<file path="src/rtl/slip_rx.sv">
// slip_rx: SLIP (RFC 1055) receive decoder.
// Takes the encoded UART RX byte stream and emits decoded bytes on a
// valid/ready stream with last/err frame markers. A one-byte hold register
// delays each decoded byte so the frame's final byte can carry out_last.
// Optional SLIP_RX_STATS_EN adds saturating frame/error/drop counters.
module slip_rx #(
  parameter int unsigned MAX_LEN = 256,
  parameter int unsigned LEN_W   = 16
) (
  input  logic             clk,
  input  logic             rst_n,
  input  logic [7:0]       in_data,
  input  logic             in_valid,
  output logic             in_ready,
  output logic [7:0]       out_data,
  output logic             out_valid,
  input  logic             out_ready,
  output logic             out_last,
  output logic             out_err,
  output logic [LEN_W-1:0] frame_len,
  output logic             err_esc,
  output logic             err_ovf
`ifdef SLIP_RX_STATS_EN
  ,
  output logic [15:0]      stat_frames,
  output logic [15:0]      stat_err,
  output logic [15:0]      stat_drop
`endif
);

  localparam logic [7:0] END_B   = 8'hC0;
  localparam logic [7:0] ESC_B   = 8'hDB;
  localparam logic [7:0] ESC_END = 8'hDC;
  localparam logic [7:0] ESC_ESC = 8'hDD;

  typedef enum logic [1:0] {S_IDLE, S_DATA, S_ESC, S_DROP} state_t;

  state_t             state_q, state_d;
  logic [7:0]         hold_data_q, hold_data_d;
  logic               hold_vld_q, hold_vld_d;
  logic [LEN_W-1:0]   count_q, count_d;
  logic [7:0]         out_data_q, out_data_d;
  logic               out_valid_q, out_valid_d;
  logic               out_last_q, out_last_d;
  logic               out_err_q, out_err_d;
  logic [LEN_W-1:0]   frame_len_q, frame_len_d;
  logic               err_esc_q, err_esc_d;
  logic               err_ovf_q, err_ovf_d;

  logic       accept;
  logic       dat_vld;
  logic [7:0] dat_byte;
  logic       term_ok;
  logic       esc_bad;
  logic       drop;
  logic       ovf;
  logic       push, push_last, push_err;

  assign in_ready = !out_valid_q || out_ready;
  assign accept   = in_valid && in_ready;
  assign ovf      = dat_vld && (count_q == LEN_W'(MAX_LEN));

  // Classify the consumed byte into decode events for the current state
  always_comb begin
    dat_vld  = 1'b0;
    dat_byte = in_data;
    term_ok  = 1'b0;
    esc_bad  = 1'b0;
    drop     = 1'b0;
    if (accept) begin
      unique case (state_q)
        S_IDLE, S_DATA: begin
          if (in_data == END_B)      term_ok = (state_q == S_DATA);
          else if (in_data != ESC_B) dat_vld = 1'b1;
        end
        S_ESC: begin
          if (in_data == ESC_END) begin
            dat_vld  = 1'b1;
            dat_byte = END_B;
          end else if (in_data == ESC_ESC) begin
            dat_vld  = 1'b1;
            dat_byte = ESC_B;
          end else begin
            esc_bad = 1'b1;
          end
        end
        S_DROP: drop = (in_data != END_B);
        default: ;
      endcase
    end
  end

  // Next-state logic
  always_comb begin
    state_d = state_q;
    if (accept) begin
      unique case (state_q)
        S_IDLE, S_DATA: begin
          if (in_data == END_B)      state_d = S_IDLE;
          else if (in_data == ESC_B) state_d = S_ESC;
          else if (ovf)              state_d = S_DROP;
          else                       state_d = S_DATA;
        end
        S_ESC: begin
          if (dat_vld)               state_d = ovf ? S_DROP : S_DATA;
          else if (in_data == END_B) state_d = S_IDLE;
          else                       state_d = S_DROP;
        end
        S_DROP: if (in_data == END_B) state_d = S_IDLE;
        default: state_d = S_IDLE;
      endcase
    end
  end

  // Datapath/output logic: hold register, length count, output beat, pulses
  always_comb begin
    hold_data_d = hold_data_q;
    hold_vld_d  = hold_vld_q;
    count_d     = count_q;
    out_data_d  = out_data_q;
    out_valid_d = out_valid_q && !out_ready;
    out_last_d  = out_last_q;
    out_err_d   = out_err_q;
    frame_len_d = frame_len_q;
    err_esc_d   = 1'b0;
    err_ovf_d   = 1'b0;
    push        = 1'b0;
    push_last   = 1'b0;
    push_err    = 1'b0;
    if (ovf) begin
      err_ovf_d  = 1'b1;
      push       = hold_vld_q;
      push_last  = 1'b1;
      push_err   = 1'b1;
      if (hold_vld_q) frame_len_d = count_q;
      count_d    = '0;
      hold_vld_d = 1'b0;
    end else if (dat_vld) begin
      push        = hold_vld_q;
      hold_data_d = dat_byte;
      hold_vld_d  = 1'b1;
      count_d     = count_q + LEN_W'(1);
    end else if (term_ok) begin
      push        = 1'b1;
      push_last   = 1'b1;
      frame_len_d = count_q;
      count_d     = '0;
      hold_vld_d  = 1'b0;
    end else if (esc_bad) begin
      err_esc_d  = 1'b1;
      push       = hold_vld_q;
      push_last  = 1'b1;
      push_err   = 1'b1;
      if (hold_vld_q) frame_len_d = count_q;
      count_d    = '0;
      hold_vld_d = 1'b0;
    end
    if (push) begin
      out_data_d  = hold_data_q;
      out_valid_d = 1'b1;
      out_last_d  = push_last;
      out_err_d   = push_err;
    end
  end

  // State register
  always_ff @(posedge clk or negedge rst_n) begin
    if (!rst_n) state_q <= S_IDLE;
    else        state_q <= state_d;
  end

  // Datapath registers
  always_ff @(posedge clk or negedge rst_n) begin
    if (!rst_n) begin
      hold_data_q <= '0;
      hold_vld_q  <= 1'b0;
      count_q     <= '0;
      out_data_q  <= '0;
      out_valid_q <= 1'b0;
      out_last_q  <= 1'b0;
      out_err_q   <= 1'b0;
      frame_len_q <= '0;
      err_esc_q   <= 1'b0;
      err_ovf_q   <= 1'b0;
    end else begin
      hold_data_q <= hold_data_d;
      hold_vld_q  <= hold_vld_d;
      count_q     <= count_d;
      out_data_q  <= out_data_d;
      out_valid_q <= out_valid_d;
      out_last_q  <= out_last_d;
      out_err_q   <= out_err_d;
      frame_len_q <= frame_len_d;
      err_esc_q   <= err_esc_d;
      err_ovf_q   <= err_ovf_d;
    end
  end

  assign out_data  = out_data_q;
  assign out_valid = out_valid_q;
  assign out_last  = out_last_q;
  assign out_err   = out_err_q;
  assign frame_len = frame_len_q;
  assign err_esc   = err_esc_q;
  assign err_ovf   = err_ovf_q;

`ifdef SLIP_RX_STATS_EN
  logic [15:0] stat_frames_q, stat_frames_d;
  logic [15:0] stat_err_q, stat_err_d;
  logic [15:0] stat_drop_q, stat_drop_d;

  // Saturating statistics counters
  always_comb begin
    stat_frames_d = stat_frames_q;
    stat_err_d    = stat_err_q;
    stat_drop_d   = stat_drop_q;
    if (out_valid_q && out_ready && out_last_q && !out_err_q && stat_frames_q != '1)
      stat_frames_d = stat_frames_q + 16'd1;
    if ((err_esc_d || err_ovf_d) && stat_err_q != '1)
      stat_err_d = stat_err_q + 16'd1;
    if ((drop || ovf) && stat_drop_q != '1)
      stat_drop_d = stat_drop_q + 16'd1;
  end

  // Statistics registers
  always_ff @(posedge clk or negedge rst_n) begin
    if (!rst_n) begin
      stat_frames_q <= '0;
      stat_err_q    <= '0;
      stat_drop_q   <= '0;
    end else begin
      stat_frames_q <= stat_frames_d;
      stat_err_q    <= stat_err_d;
      stat_drop_q   <= stat_drop_d;
    end
  end

  assign stat_frames = stat_frames_q;
  assign stat_err    = stat_err_q;
  assign stat_drop   = stat_drop_q;
`endif

endmodule

</file>
<file path="config.mk">
export PLATFORM = sky130hd
export DESIGN_NAME = slip_rx
export DESIGN_NICKNAME = d
export VERILOG_FILES = /design/src/rtl/slip_rx.sv
export SDC_FILE = /design/constraint.sdc
export NUM_CORES = 1
export LEC_CHECK = 0
export ABC_AREA = 1
export ABC_CLOCK_PERIOD_IN_PS = 1500
export BUFFER_PORTS_ARGS = -buffer_cell sky130_fd_sc_hd__buf_2
export CAP_MARGIN = 20
export CELL_PAD_IN_SITES_DETAIL_PLACEMENT = 0
export CELL_PAD_IN_SITES_GLOBAL_PLACEMENT = 2
export CORE_MARGIN = 2
export CORE_UTILIZATION = 31
export CTS_BUF_LIST = sky130_fd_sc_hd__clkbuf_8
export CTS_CLUSTER_DIAMETER = 200
export DETAILED_ROUTE_END_ITERATION = 10
export PLACE_DENSITY = 0.84
export SYNTH_ARGS = -nofsm -noshare
export SYNTH_HDL_FRONTEND = slang
export SYNTH_SLANG_ARGS = --single-unit
</file>
<file path="constraint.sdc">
create_clock -name clk -period 1.5 [get_ports clk]
set_input_delay 0.075 -clock clk [delete_from_list [all_inputs] [get_ports clk]]
set_output_delay 0.075 -clock clk [all_outputs]
set_load 0.02 [all_outputs]
</file>
==> results.py, run 1 <==
metrics = {
    "setup_path": {
        "worstPathRequired_ns": 1.73,
        "reg2reg_depth": 10,
        "startpoint_type": "flip-flop",
        "worst-path-max-fanout": 8,
        "arrival_ns": 1.81,
        "path_class": "reg2reg",
        "end_kind": "flip-flop",
    },
    "yosys": {
        "ys.warnings.count": 0,
        "ys_seq_elements": 56,
        "syn-num-nets": 428,
        "synth_area_leaders": "dfrtp_1 (45%), nand2_1 (17%), o21ai_0 (5.3%), nor2_1 (4.1%), nand3_1 (4.0%)",
        "synth_area_um2": 3090,
        "synth_top_area_share_pct": 45.3,
        "avgSynthCellArea_um2": 7.46,
        "synth_cell_type_count": 31,
        "synth_area_leader_cell": "dfrtp_1",
        "yosysSeqAreaShare_pct": 45.3,
        "synthCells": 414,
    },
    "grt": {
        "grt.overflow.total": 0,
        "track_usage_pct": 17.2,
        "grt_pass1_wl_um": 15000,
        "grt_pass1_vias": 3075,
        "grt_max_degree": 57,
        "antenna_found_initial": 0,
    },
    "route": {
        "wire_per_inst_um": 14.5,
        "topRoutingLayerUsed": "met4",
        "drtAntennaViolNets": 0,
        "drc": 0,
        "routed_wl_um": 9390,
        "vias": 3111,
        "viasPerCell": 4.81,
        "wl_met3_um": 459,
        "drt-met1-wl_um": 4430,
        "dr_wl_met2_um": 4300,
        "drtPass1Iterations": 5,
        "drt-initial-drc-count": 121,
    },
    "place": {
        "dp.final_hpwl_um": 5990,
        "io_buffer_count": 41,
        "routabilityCongestion": 0.838,
    },
    "timing": {
        "setup_viol": 41,
        "report.final.slew_viol_count": 0,
        "holdWs_ns": 0.00166,
        "setup_ws_ns": -0.0778,
        "tightest_slew_ns": 0.325,
        "skew_ns": 0.0107,
        "hold_viol_final": 0,
        "slew_headroom_pct": 78.3,
        "tns_ns": -1.28,
        "grt_setup_unrepaired": "yes",
        "fin_crit_sh_pct": 105,
        "max_freq_mhz": 634,
        "fin_crit_ns": 1.58,
    },
    "pwr": {
        "leakagePower_nw": 2.18,
        "max-vdd-ir-drop_mv": 0.540,
        "power.density_nw_per_um2": 1580,
    },
    "worst_hold_path": {
        "min_path_type": "in2reg",
        "holdPathStages": 3,
    },
    "final_layout": {
        "drive_gt1_share_pct": 40.5,
        "multiInputGateArea_um2": 1840,
        "final_nets": 527,
        "fillers": 956,
        "seq_area_um2": 1400,
        "syn_to_final_growth_pct": 46.6,
        "diodes": 0,
        "post-route-util_pct": 46.6,
    },
    "clock_tree": {
        "clock_sinks": 56,
        "clkLatencyLatePin_ns": 0.33,
        "cts_buffers": 5,
        "cts-root-buf": "clkbuf_8",
        "clockBufferDepth": 2,
        "path_clk_slew_ns": 0.11,
        "ctsHtreeMaxLevel": 2,
        "cts_tree": "done",
    },
    "die": {
        "core_um2": 9730,
        "start_util_pct": 31.8,
        "rows": 36,
        "io_pins": 42,
        "die_area_um2": 10800,
        "die_h_um": 104,
        "die_w_um": 104,
    },
    "outcome": {
        "violations": "setup timing",
        "status": "complete, but fails checks",
    },
    "run": {
        "maxCapViolCount": 0,
    },
}
[kinds of logic after synthesis]
| kind of cell | Yosys count | synth area share (%) |
|---|---|---|
| compound gates | 63 | 11.2 |
| xor+xnor | 9 | 2.55 |
| fa+ha+maj | 2 | 0.810 |
| buf+inv | 52 | 7.77 |
| flops | 56 | 45.3 |
| simple gates | 232 | 32.3 |
[stage by stage]
step | area [µm²] | setup slack (ns) | cells | power, mW
global route | 4530 | -0.150 | 647 | 7.67
global placement | 3730 | -0.0991 | 615 | 5.24
CTS | 4050 | -0.0460 | 632 | 6.47
detailed placement | 3730 | -0.108 | 615 | 5.30
floorplan | 3110 | 0.00125 | 414 | 4.12
finish | 4530 | -0.0778 | 647 | 7.16
[final cells by class]
class	instances	share of cell area, %
clock buffer	5	1.52
sequential	56	31.0
clock inverter	3	0.470
inverter	37	3.54
tap	133	3.67
timing repair buffer	104	19.2
multi-input combinational	309	40.7
[what timing repair did]
item                                   in CTS  in global routing
setup endpoints to repair                  39                 53
endpoints found under the hold margin      59                  0
gates cloned                                3                  3
resized for setup                          44                 80
setup buffers                               2                 12
hold buffers                                4                  0
pin swaps                                  12                 18
[power breakdown]
part           total (mW)  internal, mW  leakage [nW]  switching, mW
Combinational        3.86          1.68          1.40           2.18
Sequential           2.40          2.01         0.731          0.395
Clock               0.903         0.334        0.0445          0.569
Total                7.16          4.02          2.18           3.14
[routing by layer]
layer | vias to the layer above | track usage [%]
met3 | 12 | 2.77
met5 | - | 0
met4 | 0 | 5.69
met1 | 1478 | 23.7
li1 | 1539 | -
met2 | 82 | 27.5
[synth_stat cells]
cell type,n
inv_1,30
o31ai_2,1
or2_2,2
nand3_1,25
o21ai_2,1
xor2_1,8
nand3_4,1
nand2_4,3
nor3_2,1
inv_2,7
nor2_1,34
ha_1,2
nand2_1,144
a21oi_2,1
buf_6,4
nor3_1,8
o21ai_1,14
nand2_2,4
xnor2_1,1
buf_4,2
a31oi_1,1
nand4_1,6
nand3_2,1
o31ai_1,1
nor2_2,3
o22ai_1,10
o21ai_0,33
buf_2,6
dfrtp_1,56
clkbuf_1,3
a21oi_1,1
[sequential cells by signal (all words and copies together), names as in the netlist, 2 cells and up]
register and flops:
out_data 8, state_q 2, frame_len 16, count_q 16, hold_data_q 8
[critical path: stages (launching register included)]
cell and delay (ns):
dfrtp_2 0.41, nand2_4 0.06, nand2_4 0.07, buf_4 0.12
nor2_2 0.05, a21oi_4 0.23, nand2_8 0.16, nand2_8 0.16
clkinv_8 0.09, nand2_1 0.06, nand2_1 0.05
[path summary, 6_finish.rpt]
check	from	slack (ns)	endpoint
worst max register to register	out_valid	-0.08	out_data[3]
worst min-delay path	in_data[5]	0.002	hold_data_q[5]
max in group asynchronous	rst_n	0.95	out_valid
worst max-delay path	out_valid	-0.08	out_data[3]
worst min register to register	out_data[6]	0.48	out_data[6]
min in group asynchronous	rst_n	0.25	frame_len[9]
[cell usage in the layout, fill, tap and decap left out, drive strengths merged]
cell and instances:
inv 36, o22ai 10, nor3 9, buf 97, ha 2, dlygate4sd3 4
clkbuf 8, nand2 154, clkinvlp 2, clkinv 2, o21ai 48, nand4 6
xor2 8, nand3 27, or2 2, xnor2 1, dfrtp 56, o31ai 2
a31oi 1, nor2 37, a21oi 2
(Power assumes the default switching activity.)
==> run 2, diff against run 1 <==
- SETUP_SLACK_MARGIN: default -> 0.5
==> results.py, run 2 (synthesis gave the netlist of run 1 again) <==
metrics = {
    "outcome": {
        "status": "complete, but fails checks",
        "violations": "setup timing",
    },
    "pwr": {
        "power.internal_mw": 3.93,
        "leakagePower_nw": 2.11,
        "swShare_pct": 42.9,
        "power_mw": 6.87,
        "pwr-share-comb_pct": 51.7,
        "power.density_nw_per_um2": 1570,
        "power.share.clock_pct": 13.2,
        "switchingPower_mw": 2.95,
        "max-vdd-ir-drop_mv": 0.566,
        "p_seq_share_pct": 35.0,
    },
    "die": {
        "start_util_pct": 31.8,
        "rows": 36,
        "core_um2": 9730,
        "die_area_um2": 10800,
        "die_w_um": 104,
        "die_h_um": 104,
        "io_pins": 42,
    },
    "timing": {
        "tightest_slew_ns": 0.449,
        "fin_crit_sh_pct": 101,
        "setup_viol": 6,
        "grt_setup_unrepaired": "yes",
        "setup_ws_ns": -0.0180,
        "tns_ns": -0.0347,
        "slew_headroom_pct": 70.1,
        "max_freq_mhz": 659,
        "hold_viol_final": 0,
        "skew_ns": 0.00915,
        "report.final.slew_viol_count": 0,
        "fin_crit_ns": 1.52,
    },
    "route": {
        "drt-initial-drc-count": 120,
        "wire_per_inst_um": 13.6,
        "drtAntennaViolNets": 0,
        "drc": 0,
        "vias": 2934,
        "viasPerCell": 4.60,
        "routed_wl_um": 8650,
        "drtPass1Iterations": 4,
    },
    "setup_path": {
        "startpoint_type": "flip-flop",
        "path_class": "reg2reg",
        "worstPathRequired_ns": 1.72,
        "end_kind": "flip-flop",
        "arrival_ns": 1.74,
        "worst-path-max-fanout": 8,
    },
    "final_layout": {
        "drive_gt1_share_pct": 34.3,
        "final-instance-count-excl-fill": 638,
        "final_nets": 518,
        "post-route-util_pct": 45.0,
        "fillers": 993,
        "mostFrequentLayoutCells": "nand2_1 (130), dfrtp_1 (55), buf_4 (40), inv_1 (26), buf_2 (26)",
        "multiInputGateArea_um2": 1720,
        "diodes": 0,
        "seq_area_um2": 1400,
        "syn_to_final_growth_pct": 41.6,
        "fin_area_um2": 4380,
        "layout_commonest_cell": "nand2_1",
    },
    "place": {
        "io_buffer_count": 41,
        "placed_cells": 613,
        "routabilityCongestion": 0.848,
        "dp.final_hpwl_um": 6180,
        "place_area_um2": 3750,
    },
    "clock_tree": {
        "ctsHtreeMaxLevel": 2,
        "clkLatencyLatePin_ns": 0.32,
        "cts_tree": "done",
        "path_clk_slew_ns": 0.11,
        "clock_sinks": 56,
        "clockBufferDepth": 2,
        "cts_buffers": 5,
        "cts-root-buf": "clkbuf_8",
    },
    "run": {
        "maxCapViolCount": 0,
    },
    "grt": {
        "antenna_found_initial": 0,
        "grt_pass1_vias": 2812,
        "track_usage_pct": 16.0,
        "grt.overflow.total": 0,
        "grt_max_degree": 33,
        "grt_pass1_wl_um": 14100,
    },
    "worst_hold_path": {
        "min_path_type": "in2reg",
    },
}
## run 2: cell types whose count changed in the layout (fill, tap and decap cells not counted), moves of 4 or more
cell	change
o21ai_1	+9
nor2_4	+4
o22ai_2	-6
o22ai_1	+6
buf_2	-15
buf_6	+11
nand2_2	-13
nand2_1	+12
o21ai_2	-6
## run 2: final timing paths
kind,end,from,slack [ns],cells past startpoint
worst max-delay path,count_q[10],out_valid,-0.02,9
worst min-delay path,hold_data_q[5],in_data[5],0.01,3
worst max register to register,count_q[10],out_valid,-0.02,9
worst min register to register,out_data[2],out_data[2],0.48,2
max in group asynchronous,out_data[3],rst_n,0.77,3
min in group asynchronous,frame_len[12],rst_n,0.24,2
## run 2: worst max-delay path, stage by stage (launching register included)
cell	delay (ns)
dfrtp_2	0.44
nand2_4	0.08
nand2_4	0.07
nor3_4	0.21
a21oi_2	0.10
nand2_4	0.18
buf_6	0.17
nand3_2	0.06
nand2_1	0.05
nor2_1	0.04
## run 2: routing by layer
| metal | up-vias | global-route usage, % | part of all wire [%] |
|---|---|---|---|
| met5 | - | 0 | 0 |
| met3 | 6 | 2.01 | 2.3 |
| li1 | 1505 | - | - |
| met1 | 1397 | 23.0 | 51 |
| met2 | 26 | 25.8 | 46 |
| met4 | 0 | 3.47 | 0.90 |
## run 2: metrics by stage
| stage | hold WS, ns | setup WS [ns] |
|---|---|---|
| after floorplan | -0.221 | 0.0177 |
| after global placement | 0.169 | -0.0474 |
| after detailed placement | 0.165 | -0.0654 |
| after CTS | 0.0119 | -0.0126 |
| after global routing | 0.0182 | -0.113 |
| final | 0.0103 | -0.0180 |
## run 2: power by group through the flow
stage          Sequential (mW)  Combinational, mW  Clock [mW]
2_1_floorplan             2.66               1.51           0
3_3_place_gp              2.38               2.89           0
3_5_place_dp              2.39               2.93           0
4_1_cts                   2.38               3.30       0.935
5_1_grt                   2.47               3.91       0.990
6_report                  2.41               3.56       0.909
## run 2: what timing repair did
action,in CTS,in global routing
setup buffers,8,5
hold buffers,3,0
setup endpoints to repair,59,76
pin swaps,9,11
gates resized for setup,50,59
cloned,1,0
hold endpoints to repair,26,0
## run 2: area by class of cell
class                           count  area share, %
Clock inverter                      3          0.572
Tap cell                          133           3.80
Sequential cell                    56           32.0
Timing Repair Buffer               98           19.4
Multi-Input combinational cell    306           39.3
Clock buffer                        5           1.57
Inverter                           37           3.34
==> run 3, diff against run 2 <==
- PLACE_DENSITY: 0.84 -> 0.77
==> results.py, run 3 (synthesis gave the netlist of run 1 again) <==
metrics = {
    "final_layout": {
        "multiInputGateArea_um2": 1800,
        "drive_gt1_share_pct": 41.4,
        "syn_to_final_growth_pct": 51.7,
        "fin_area_um2": 4690,
        "fillers": 954,
        "post-route-util_pct": 48.2,
        "final_nets": 537,
        "diodes": 0,
        "mostFrequentLayoutCells": "nand2_1 (118), dfrtp_1 (53), buf_4 (47), buf_2 (26), buf_6 (26)",
        "final-instance-count-excl-fill": 657,
        "layout_commonest_cell": "nand2_1",
        "seq_area_um2": 1410,
    },
    "place": {
        "routabilityCongestion": 0.831,
        "io_buffer_count": 41,
        "place_area_um2": 3790,
        "dp.final_hpwl_um": 6260,
        "placed_cells": 619,
    },
    "timing": {
        "grt_setup_unrepaired": "yes",
        "setup_ws_ns": -0.0719,
        "hold_viol_final": 0,
        "slew_headroom_pct": 70.3,
        "skew_ns": 0.00957,
        "fin_crit_sh_pct": 105,
        "fin_crit_ns": 1.57,
        "max_freq_mhz": 636,
        "setup_viol": 23,
        "report.final.slew_viol_count": 0,
        "tightest_slew_ns": 0.446,
    },
    "worst_hold_path": {
        "min_path_type": "in2reg",
    },
    "die": {
        "die_h_um": 104,
        "rows": 36,
        "start_util_pct": 31.8,
        "core_um2": 9730,
        "die_area_um2": 10800,
        "io_pins": 42,
        "die_w_um": 104,
    },
    "clock_tree": {
        "cts_tree": "done",
        "clock_sinks": 56,
        "clockBufferDepth": 2,
        "clkLatencyLatePin_ns": 0.32,
        "ctsHtreeMaxLevel": 2,
        "cts-root-buf": "clkbuf_8",
        "path_clk_slew_ns": 0.10,
        "cts_buffers": 5,
    },
    "grt": {
        "antenna_found_initial": 0,
        "track_usage_pct": 16.4,
        "grt.overflow.total": 0,
        "grt_max_degree": 33,
        "grt_pass1_wl_um": 14400,
        "grt_pass1_vias": 2784,
    },
    "run": {
        "maxCapViolCount": 0,
    },
    "pwr": {
        "max-vdd-ir-drop_mv": 0.508,
        "power.density_nw_per_um2": 1530,
        "leakagePower_nw": 2.25,
    },
    "setup_path": {
        "worst-path-max-fanout": 8,
        "arrival_ns": 1.78,
        "end_kind": "flip-flop",
        "startpoint_type": "flip-flop",
        "path_class": "reg2reg",
        "worstPathRequired_ns": 1.71,
    },
    "outcome": {
        "status": "complete, but fails checks",
        "violations": "setup timing",
    },
    "route": {
        "drt-initial-drc-count": 124,
        "wire_per_inst_um": 14.2,
        "vias": 3066,
        "viasPerCell": 4.67,
        "routed_wl_um": 9320,
        "drtAntennaViolNets": 0,
        "drtPass1Iterations": 4,
        "drc": 0,
    },
}
## run 3: cell types whose count changed in the layout (fill, tap and decap cells not counted), moves of 3 or more
cell     change
nand2_4      +3
nor2_2       +7
buf_6        +5
nand2_1     -12
buf_4        +7
nand2_2     +11
o21ai_1      -4
nor2_1       -5
o21ai_0      +4
## run 3: what timing repair did
action / 4_1_cts / 5_1_grt
buffers inserted: 12 / 10
gates resized for setup: 54 / 86
setup endpoints to repair: 57 / 72
cloned: 1 / 4
hold endpoints to repair: 16 / 0
hold buffers: 3 / 0
pin swaps: 13 / 14
## run 3: final cells by class
cell class                 instances  area share, %
clock inverter                     3          0.507
clock buffer                       5           1.47
tap                              133           3.55
timing repair buffer             115           22.8
inverter                          37           3.23
sequential                        56           30.0
multi-input combinational        308           38.5
## run 3: per-stage QoR
step	total power [mW]	hold WS (ns)	worst slack (ns)	TNS [ns]
3_5_place_dp	5.32	0.0451	-0.0510	-0.522
5_1_grt	7.70	0.0183	-0.140	-4.26
6_report	7.16	0.0139	-0.0719	-0.582
4_1_cts	6.62	0.00739	-0.0110	-0.0566
3_3_place_gp	5.28	0.0398	-0.0554	-0.277
2_1_floorplan	4.17	-0.221	0.0177	0
## run 3: critical path, cell delays in order (launching register included)
cell and delay (ns):
dfrtp_2 0.39, nand2_4 0.06, nand2_4 0.09, buf_4 0.12, nor2_4 0.04, a21oi_2 0.15
nand2_4 0.13, buf_12 0.16, nand2_8 0.10, clkinv_8 0.10, o21ai_2 0.06, nand2_1 0.05
## run 3: power breakdown
part           leakage, nW  internal (mW)  switching, mW
logic                 1.48           1.75           2.08
registers            0.729           2.01          0.437
clock network       0.0404          0.333          0.548
## run 3: layer usage
metal | global-route usage [%] | wire length (µm)
met1 | 24.6 | 4720
met2 | 25.0 | 4230
met3 | 2.14 | 304
met4 | 3.47 | 74
met5 | 0 | 0
## run 3: final timing paths
path / start / to / slack (ns) / cells after the start
worst max register to register: out_valid / out_err / -0.07 / 11
min in group asynchronous: rst_n / frame_len[4] / 0.22 / 2
worst min register to register: out_data[0] / out_data[0] / 0.48 / 2
worst max-delay path: out_valid / out_err / -0.07 / 11
worst min-delay path: in_data[0] / hold_data_q[0] / 0.01 / 3
max in group asynchronous: rst_n / frame_len[12] / 0.68 / 3
